`config.mk`:
```
export PLATFORM = sky130hd
export DESIGN_NAME = sram_arbiter_flat
export DESIGN_NICKNAME = d
export VERILOG_FILES = /design/src/rtl/sram_arbiter_pkg.sv /design/src/rtl/sram_arbiter_if.sv /design/src/rtl/sram_arbiter_tag_pipe.sv /design/src/rtl/sram_arbiter.sv /design/src/flat_wrapper.sv
export SDC_FILE = /design/constraint.sdc
export NUM_CORES = 1
export LEC_CHECK = 0
export ABC_AREA = 1
export BUFFER_PORTS_ARGS = -buffer_cell sky130_fd_sc_hd__buf_4
export CAP_MARGIN = 0
export CORE_MARGIN = 2
export CORE_UTILIZATION = 33
export DETAILED_ROUTE_END_ITERATION = 6
export SLEW_MARGIN = 20
export SYNTH_ARGS = -nofsm -noshare
export SYNTH_HDL_FRONTEND = slang
export SYNTH_SLANG_ARGS = --single-unit
```
`constraint.sdc`:
```
create_clock -name clk -period 1.4 [get_ports clk]
set_clock_uncertainty 0.15 [all_clocks]
set_input_delay 0.14 -clock clk [delete_from_list [all_inputs] [get_ports clk]]
set_output_delay 0.14 -clock clk [all_outputs]
set_load 0.01 [all_outputs]
```
`src/rtl/sram_arbiter_pkg.sv`:
```
// ----------------------------------------------------------------------------
// sram_pkg : shared widths, port ids and tag record for the ZBT SRAM arbiter
// Rev 1.0
// ----------------------------------------------------------------------------
`default_nettype none

package sram_pkg;

  localparam int ADDR_W  = 20;
  localparam int DATA_W  = 32;
  localparam int ZBT_LAT = 2;

  typedef enum logic {
    PORT_CPU = 1'b0,
    PORT_IO  = 1'b1
  } port_id_e;

  typedef struct packed {
    logic              valid;
    logic              we;
    port_id_e          id;
    logic [DATA_W-1:0] wdata;
  } tag_t;

endpackage

`default_nettype wire

```
`src/rtl/sram_arbiter_if.sv`:
```
// ----------------------------------------------------------------------------
// sram_arbiter_if : requester handshakes and ZBT SRAM pin-side signals
// Rev 1.0
// ----------------------------------------------------------------------------
`default_nettype none

interface sram_arbiter_if
  import sram_pkg::*;
();

  logic              r0_req;
  logic              r0_we;
  logic [ADDR_W-1:0] r0_addr;
  logic [DATA_W-1:0] r0_wdata;
  logic              r0_gnt;
  logic              r0_rvalid;
  logic [DATA_W-1:0] r0_rdata;

  logic              r1_req;
  logic              r1_we;
  logic [ADDR_W-1:0] r1_addr;
  logic [DATA_W-1:0] r1_wdata;
  logic              r1_gnt;
  logic              r1_rvalid;
  logic [DATA_W-1:0] r1_rdata;

  logic [ADDR_W-1:0] za;
  logic              xe1;
  logic              xwa;
  logic [DATA_W-1:0] zd_out;
  logic              zd_oe;
  logic [DATA_W-1:0] zd_in;

  // Arbiter side
  modport slave (
    input  r0_req, r0_we, r0_addr, r0_wdata,
    output r0_gnt, r0_rvalid, r0_rdata,
    input  r1_req, r1_we, r1_addr, r1_wdata,
    output r1_gnt, r1_rvalid, r1_rdata,
    output za, xe1, xwa, zd_out, zd_oe,
    input  zd_in
  );

  // Requester / SRAM side
  modport master (
    output r0_req, r0_we, r0_addr, r0_wdata,
    input  r0_gnt, r0_rvalid, r0_rdata,
    output r1_req, r1_we, r1_addr, r1_wdata,
    input  r1_gnt, r1_rvalid, r1_rdata,
    input  za, xe1, xwa, zd_out, zd_oe,
    output zd_in
  );

endinterface

`default_nettype wire

```
`src/rtl/sram_arbiter_tag_pipe.sv`:
```
// ----------------------------------------------------------------------------
// sram_tag_pipe : fixed-latency tag shift register, ZD drive and read routing
// Rev 1.0
// ----------------------------------------------------------------------------
`default_nettype none

module sram_tag_pipe
  import sram_pkg::*;
(
  input  wire logic              clk,
  input  wire logic              xrst,
  input  wire tag_t              issue_tag,
  input  wire logic [DATA_W-1:0] zd_in,
  output logic      [DATA_W-1:0] zd_out,
  output logic                   zd_oe,
  output logic                   r0_rvalid,
  output logic      [DATA_W-1:0] r0_rdata,
  output logic                   r1_rvalid,
  output logic      [DATA_W-1:0] r1_rdata
);

  tag_t              stage_q [ZBT_LAT];
  tag_t              stage_d [ZBT_LAT];
  tag_t              bus_tag;
  logic              zd_oe_q, zd_oe_d;
  logic [DATA_W-1:0] zd_out_q, zd_out_d;
  logic              rd_pend_q, rd_pend_d;
  port_id_e          rd_id_q, rd_id_d;
  logic              r0_rvalid_q, r0_rvalid_d;
  logic              r1_rvalid_q, r1_rvalid_d;
  logic [DATA_W-1:0] r0_rdata_q, r0_rdata_d;
  logic [DATA_W-1:0] r1_rdata_q, r1_rdata_d;

  always_comb begin
    stage_d[0] = issue_tag;
    for (int i = 1; i < ZBT_LAT; i++) begin
      stage_d[i] = stage_q[i-1];
    end

    // The last stage feeds the registers that are live during the bus cycle.
    bus_tag   = stage_q[ZBT_LAT-1];
    zd_oe_d   = bus_tag.valid & bus_tag.we;
    zd_out_d  = zd_oe_d ? bus_tag.wdata : '0;
    rd_pend_d = bus_tag.valid & ~bus_tag.we;
    rd_id_d   = bus_tag.id;

    // rd_pend_q marks the read's bus cycle; zd_in is sampled at its end.
    r0_rvalid_d = rd_pend_q && (rd_id_q == PORT_CPU);
    r1_rvalid_d = rd_pend_q && (rd_id_q == PORT_IO);
    r0_rdata_d  = r0_rvalid_d ? zd_in : r0_rdata_q;
    r1_rdata_d  = r1_rvalid_d ? zd_in : r1_rdata_q;
  end

  always_ff @(posedge clk or negedge xrst) begin
    if (!xrst) begin
      for (int i = 0; i < ZBT_LAT; i++) begin
        stage_q[i] <= '0;
      end
      zd_oe_q     <= 1'b0;
      zd_out_q    <= '0;
      rd_pend_q   <= 1'b0;
      rd_id_q     <= PORT_CPU;
      r0_rvalid_q <= 1'b0;
      r1_rvalid_q <= 1'b0;
      r0_rdata_q  <= '0;
      r1_rdata_q  <= '0;
    end else begin
      for (int i = 0; i < ZBT_LAT; i++) begin
        stage_q[i] <= stage_d[i];
      end
      zd_oe_q     <= zd_oe_d;
      zd_out_q    <= zd_out_d;
      rd_pend_q   <= rd_pend_d;
      rd_id_q     <= rd_id_d;
      r0_rvalid_q <= r0_rvalid_d;
      r1_rvalid_q <= r1_rvalid_d;
      r0_rdata_q  <= r0_rdata_d;
      r1_rdata_q  <= r1_rdata_d;
    end
  end

  assign zd_oe     = zd_oe_q;
  assign zd_out    = zd_out_q;
  assign r0_rvalid = r0_rvalid_q;
  assign r1_rvalid = r1_rvalid_q;
  assign r0_rdata  = r0_rdata_q;
  assign r1_rdata  = r1_rdata_q;

endmodule

`default_nettype wire

```
`src/rtl/sram_arbiter.sv`:
```
// ----------------------------------------------------------------------------
// sram_arbiter : CPU / IO-loader arbiter in front of a pipelined ZBT SRAM
// Rev 1.0
// ----------------------------------------------------------------------------
`default_nettype none

module sram_arbiter
  import sram_pkg::*;
#(
  parameter int STARVE_LIMIT = 8
) (
  input  wire logic     clk,
  input  wire logic     xrst,
  sram_arbiter_if.slave bus
);

  localparam int STARVE_W = $clog2(STARVE_LIMIT + 1);

  logic [STARVE_W-1:0] starve_q, starve_d;
  logic [ADDR_W-1:0]   za_q, za_d;
  logic                xe1_q, xe1_d;
  logic                xwa_q, xwa_d;
  logic                prio_io;
  logic                gnt0, gnt1;
  tag_t                issue_tag;

  always_comb begin
    prio_io = (starve_q >= STARVE_W'(STARVE_LIMIT));
    // Port 1 only wins a conflict once it has been starved long enough.
    gnt1 = xrst & bus.r1_req & (~bus.r0_req | prio_io);
    gnt0 = xrst & bus.r0_req & ~gnt1;

    if (bus.r1_req && !gnt1) begin
      starve_d = prio_io ? starve_q : starve_q + STARVE_W'(1);
    end else begin
      starve_d = '0;
    end

    za_d      = za_q;
    xe1_d     = 1'b1;
    xwa_d     = 1'b1;
    issue_tag = '0;
    if (gnt0) begin
      za_d      = bus.r0_addr;
      xe1_d     = 1'b0;
      xwa_d     = ~bus.r0_we;
      issue_tag = '{valid: 1'b1, we: bus.r0_we, id: PORT_CPU, wdata: bus.r0_wdata};
    end else if (gnt1) begin
      za_d      = bus.r1_addr;
      xe1_d     = 1'b0;
      xwa_d     = ~bus.r1_we;
      issue_tag = '{valid: 1'b1, we: bus.r1_we, id: PORT_IO, wdata: bus.r1_wdata};
    end
  end

  always_ff @(posedge clk or negedge xrst) begin
    if (!xrst) begin
      starve_q <= '0;
      za_q     <= '0;
      xe1_q    <= 1'b1;
      xwa_q    <= 1'b1;
    end else begin
      starve_q <= starve_d;
      za_q     <= za_d;
      xe1_q    <= xe1_d;
      xwa_q    <= xwa_d;
    end
  end

  assign bus.r0_gnt = gnt0;
  assign bus.r1_gnt = gnt1;
  assign bus.za     = za_q;
  assign bus.xe1    = xe1_q;
  assign bus.xwa    = xwa_q;

  sram_tag_pipe u_tag_pipe (
    .clk       (clk),
    .xrst      (xrst),
    .issue_tag (issue_tag),
    .zd_in     (bus.zd_in),
    .zd_out    (bus.zd_out),
    .zd_oe     (bus.zd_oe),
    .r0_rvalid (bus.r0_rvalid),
    .r0_rdata  (bus.r0_rdata),
    .r1_rvalid (bus.r1_rvalid),
    .r1_rdata  (bus.r1_rdata)
  );

endmodule

`default_nettype wire

```
`src/flat_wrapper.sv`:
```
// flat-port wrapper written by rule: the top's interface ports become plain ports
module sram_arbiter_flat import sram_pkg::*;
#(
  parameter int STARVE_LIMIT = 8
)
  (clk, xrst, bus_r0_req, bus_r0_we, bus_r0_addr, bus_r0_wdata, bus_r0_gnt, bus_r0_rvalid, bus_r0_rdata, bus_r1_req, bus_r1_we, bus_r1_addr, bus_r1_wdata, bus_r1_gnt, bus_r1_rvalid, bus_r1_rdata, bus_za, bus_xe1, bus_xwa, bus_zd_out, bus_zd_oe, bus_zd_in);
  sram_arbiter_if bus_i ();
  input  wire logic clk;
  input  wire logic xrst;
  input wire logic [$bits(bus_i.r0_req)-1:0] bus_r0_req;
  input wire logic [$bits(bus_i.r0_we)-1:0] bus_r0_we;
  input wire logic [$bits(bus_i.r0_addr)-1:0] bus_r0_addr;
  input wire logic [$bits(bus_i.r0_wdata)-1:0] bus_r0_wdata;
  output wire logic [$bits(bus_i.r0_gnt)-1:0] bus_r0_gnt;
  output wire logic [$bits(bus_i.r0_rvalid)-1:0] bus_r0_rvalid;
  output wire logic [$bits(bus_i.r0_rdata)-1:0] bus_r0_rdata;
  input wire logic [$bits(bus_i.r1_req)-1:0] bus_r1_req;
  input wire logic [$bits(bus_i.r1_we)-1:0] bus_r1_we;
  input wire logic [$bits(bus_i.r1_addr)-1:0] bus_r1_addr;
  input wire logic [$bits(bus_i.r1_wdata)-1:0] bus_r1_wdata;
  output wire logic [$bits(bus_i.r1_gnt)-1:0] bus_r1_gnt;
  output wire logic [$bits(bus_i.r1_rvalid)-1:0] bus_r1_rvalid;
  output wire logic [$bits(bus_i.r1_rdata)-1:0] bus_r1_rdata;
  output wire logic [$bits(bus_i.za)-1:0] bus_za;
  output wire logic [$bits(bus_i.xe1)-1:0] bus_xe1;
  output wire logic [$bits(bus_i.xwa)-1:0] bus_xwa;
  output wire logic [$bits(bus_i.zd_out)-1:0] bus_zd_out;
  output wire logic [$bits(bus_i.zd_oe)-1:0] bus_zd_oe;
  input wire logic [$bits(bus_i.zd_in)-1:0] bus_zd_in;
  assign bus_i.r0_req = bus_r0_req;
  assign bus_i.r0_we = bus_r0_we;
  assign bus_i.r0_addr = bus_r0_addr;
  assign bus_i.r0_wdata = bus_r0_wdata;
  assign bus_r0_gnt = bus_i.r0_gnt;
  assign bus_r0_rvalid = bus_i.r0_rvalid;
  assign bus_r0_rdata = bus_i.r0_rdata;
  assign bus_i.r1_req = bus_r1_req;
  assign bus_i.r1_we = bus_r1_we;
  assign bus_i.r1_addr = bus_r1_addr;
  assign bus_i.r1_wdata = bus_r1_wdata;
  assign bus_r1_gnt = bus_i.r1_gnt;
  assign bus_r1_rvalid = bus_i.r1_rvalid;
  assign bus_r1_rdata = bus_i.r1_rdata;
  assign bus_za = bus_i.za;
  assign bus_xe1 = bus_i.xe1;
  assign bus_xwa = bus_i.xwa;
  assign bus_zd_out = bus_i.zd_out;
  assign bus_zd_oe = bus_i.zd_oe;
  assign bus_i.zd_in = bus_zd_in;
  sram_arbiter #(.STARVE_LIMIT(STARVE_LIMIT)) u_core (.clk(clk), .xrst(xrst), .bus(bus_i));
endmodule
```
==> run metrics <==
status=finished with violations; failing checks=negative setup slack; Synth Area per Inst=10.4 µm²; WP data arrival=~1.3 ns; fin crit share=116%; final setup violation count=4; leakage dissipation=around 6.0 nW; CORE AREA=0.0210 mm²; area leader, netlist=dfrtp_1; Data required, critical path=1.11 ns; DP Wirelength=between 10 and 15 mm; vias in the first global route=roughly 6400; H-tree depth=4; RR Startpoint=u_core.starve_q[3]$_DFFE_PN0P_; final core utilization=approximately 55%; Setup crit start=u_core.starve_q[3]$_DFFE_PN0P_; most frequent cells in the layout=buf_4, dfrtp_1, nand2_1, dlygate4sd3_1, nand3_1; Critical Path Max Stage Delay=0.40 ns; reg2reg end=u_core.starve_q[1]$_DFFE_PN0P_; Max Freq=just over 600 MHz; largest cells by area after synthesis=dfrtp_1, nand2_1, nand3_1, o21ai_0, inv_1; Max-Cap Viols=0; Worst R2R Setup Slack=-0.01 ns; Setup crit end kind=primary output; Initial Utilization=between 30% and 40%; buffer and inverter count on the worst path=4; Layout Cells excl Fill=1381; Rel. slew slack=64.7%; Worst-Margin Slew=0.529 ns; Final min period=approximately 1.6 ns; Slew Limit Fails=0; Power Density=around 1200 mW/mm²; met3 GRT Util=between 5 and 6%; die footprint=0.0224 mm²; GRT Resource Usage Total=roughly 18%; Pre-Repair DR Iteration Count=5; global route overflow=0; Cell variety after synth=18; crit path max fanout=3; final worst slack=-0.217 ns; Root Driver=clkbuf_16; total CTS buffers=17; Post-Synthesis Cells=between 600 and 700; Post-Route Setup TNS=-0.385 ns; Die Wd=approximately 150 µm; Inst Count DP=~1200; area grow syn2layout=65.9%; Crit Path Category=register to primary output; placed cell area=between 0.009 and 0.01 mm²; initial antenna violation count=0; Hold WC Path Type=primary input to register; CTS Sinks=197; Syn Std Cell Area=0.00700 mm²; Slowest-stage cell, CP=dfrtp_1; final hold vios=0; post-synth top area share=a little over two thirds; routability cong.=slightly above 0.8; met2 GRT Util=between 20 and 30%; GRT met1 Usage=about a quarter; CP delay by family, top=flip-flops; r2r worst-path depth=7; synth warn=0; Fill cells=roughly 1800; fin nets=around 1200; Syn Nets=between 800 and 900; #FFs+latches synth=~200; layout cell share with drive strength beyond 1=30.4%; part of the Yosys area used for sequential elements=a little over two thirds; I/O Buffers=about 260; deepest clock path buffer count=2; DR vias=about 6300; DR DRC count=0; Ports=approximately 270; insertion delay to the later sink of the worst-skew pair=0.42 ns; first-pass GRT wire length=between 30 and 40 mm; wirelength, routed=about 22 mm; RSZ-0062 raised after global routing=yes; Max VDD drop=between 0.7 and 0.8 mV; layer with the highest usage=met2; CTS tree=built; Pwr Total=roughly 0.014 W; wire length per cell=15.6 µm; largest net degree at the start of global routing=97; Detail Route Antenna Nets=0; startpoint class of the critical path=register; Worst Setup EP=bus_r0_gnt; clk slew on worst S/H paths=around 0.08 ns; initial DRC count=around 350; FP Rows=53; Critical Path Stages=7; most common cell after layout, fill and taps aside=buf_4; Finished Cell Area=roughly 0.012 mm²; ANT cells=0; Die Span Y=150 µm; CP cell instances=inv_2 > nand2_2 > nand2_2 > buf_6 > nand2_4 > inv_2 > buf_6; Via density=4.53
[metrics by stage]
step	hold WS, ns	setup WS, ns
detailed placement	-0.0349	0.0355
floorplan	-0.306	0.0599
global placement	-0.0381	0.0796
finish	0.0999	-0.217
CTS	0.0517	-0.241
global route	0.108	-0.284
[worst min path at each step]
stage                     startpoint                                      end  slack (ns)  depth (start not counted)
after CTS                 bus_r1_req  u_core.u_tag_pipe.stage_d[33]$_DFF_PN0_        0.05                          5
after global routing      bus_r0_req   u_core.u_tag_pipe.stage_d[2]$_DFF_PN0_        0.11                          5
final                     bus_r0_req   u_core.u_tag_pipe.stage_d[2]$_DFF_PN0_         0.1                          5
after detailed placement        xrst  u_core.u_tag_pipe.stage_d[34]$_DFF_PN0_       -0.03                          2
after floorplan                 xrst             u_core.bus.za[0]$_DFFE_PN0P_       -0.31                          0
after global placement          xrst           u_core.starve_q[3]$_DFFE_PN0P_       -0.04                          2
[cells by family after synthesis]
family | after synthesis | share of synthesized area, %
flops | 197 | 70.4
fa+ha+maj | 2 | 0.357
buf+inv | 113 | 6.47
simple gates | 294 | 17.6
compound gates | 70 | 5.16
[power by group]
| part | switching (W) | internal [W] | total, W |
|---|---|---|---|
| Combinational | 0.00128 | 0.00151 | 0.00280 |
| Sequential | 0.000364 | 0.00634 | 0.00670 |
| Clock | 0.00217 | 0.00272 | 0.00490 |
[synth_stat cells]
library cell / n
buf_2: 21
o21ai_1: 4
or2_1: 1
a21oi_1: 5
nor2_1: 34
a21oi_4: 1
clkbuf_2: 2
o21ai_0: 60
nand2_2: 1
clkbuf_1: 13
nand2_1: 162
inv_2: 2
dfstp_2: 2
nand3_1: 95
dfrtp_1: 195
ha_1: 2
nand3b_1: 1
inv_1: 75
[worst reg2reg max path: cells and delay by family, from the launching register on]
| family | cells | cell delay [ns] |
|---|---|---|
| flip-flops | 1 | 0.40 |
| buffers and inverters | 3 | 0.39 |
| AND/OR/NAND/NOR | 3 | 0.26 |
| AO/OA/AOI/OAI | 1 | 0.14 |
[flip-flops by register name, summed over array words and instances, names as in the netlist]
register	cells
u_core.u_tag_pipe.zd_oe	1
u_core.u_tag_pipe.r0_rvalid	1
u_core.u_tag_pipe.stage_d	35
u_core.bus.za	20
u_core.u_tag_pipe.rd_id_q	1
u_core.u_tag_pipe.rd_id_d	1
u_core.u_tag_pipe.zd_out	32
u_core.u_tag_pipe.r1_rdata	32
u_core.starve_q	4
u_core.u_tag_pipe.bus_tag	34
u_core.u_tag_pipe.r1_rvalid	1
u_core.u_tag_pipe.r0_rdata	32
u_core.u_tag_pipe.rd_pend_q	1
u_core.bus.xe1	1
u_core.bus.xwa	1
[layer usage]
metal	vias up	part of all wire (%)
met4	0	2.7
met2	343	46
met5	-	0
li1	2945	-
met3	41	9.0
met1	2923	42
[timing repair]
| action | CTS | global route |
|---|---|---|
| hold buffers | 144 | 0 |
| pin swaps | 2 | 1 |
| resized for setup | 6 | 11 |
| setup buffers | 4 | 3 |
| gates cloned | 0 | 4 |
| endpoints found under the setup margin | 3 | 74 |
| endpoints found under the hold margin | 321 | 0 |
[final cells by class]
class	count	area (µm²)	share of cell area [%]
multi-input combinational	366	1650	14.2
tap	275	344	2.96
clock buffer	20	447	3.84
timing repair buffer	435	3810	32.8
inverter	77	289	2.49
sequential	197	4930	42.5
clock inverter	11	145	1.25
(Power assumes the default switching activity.)
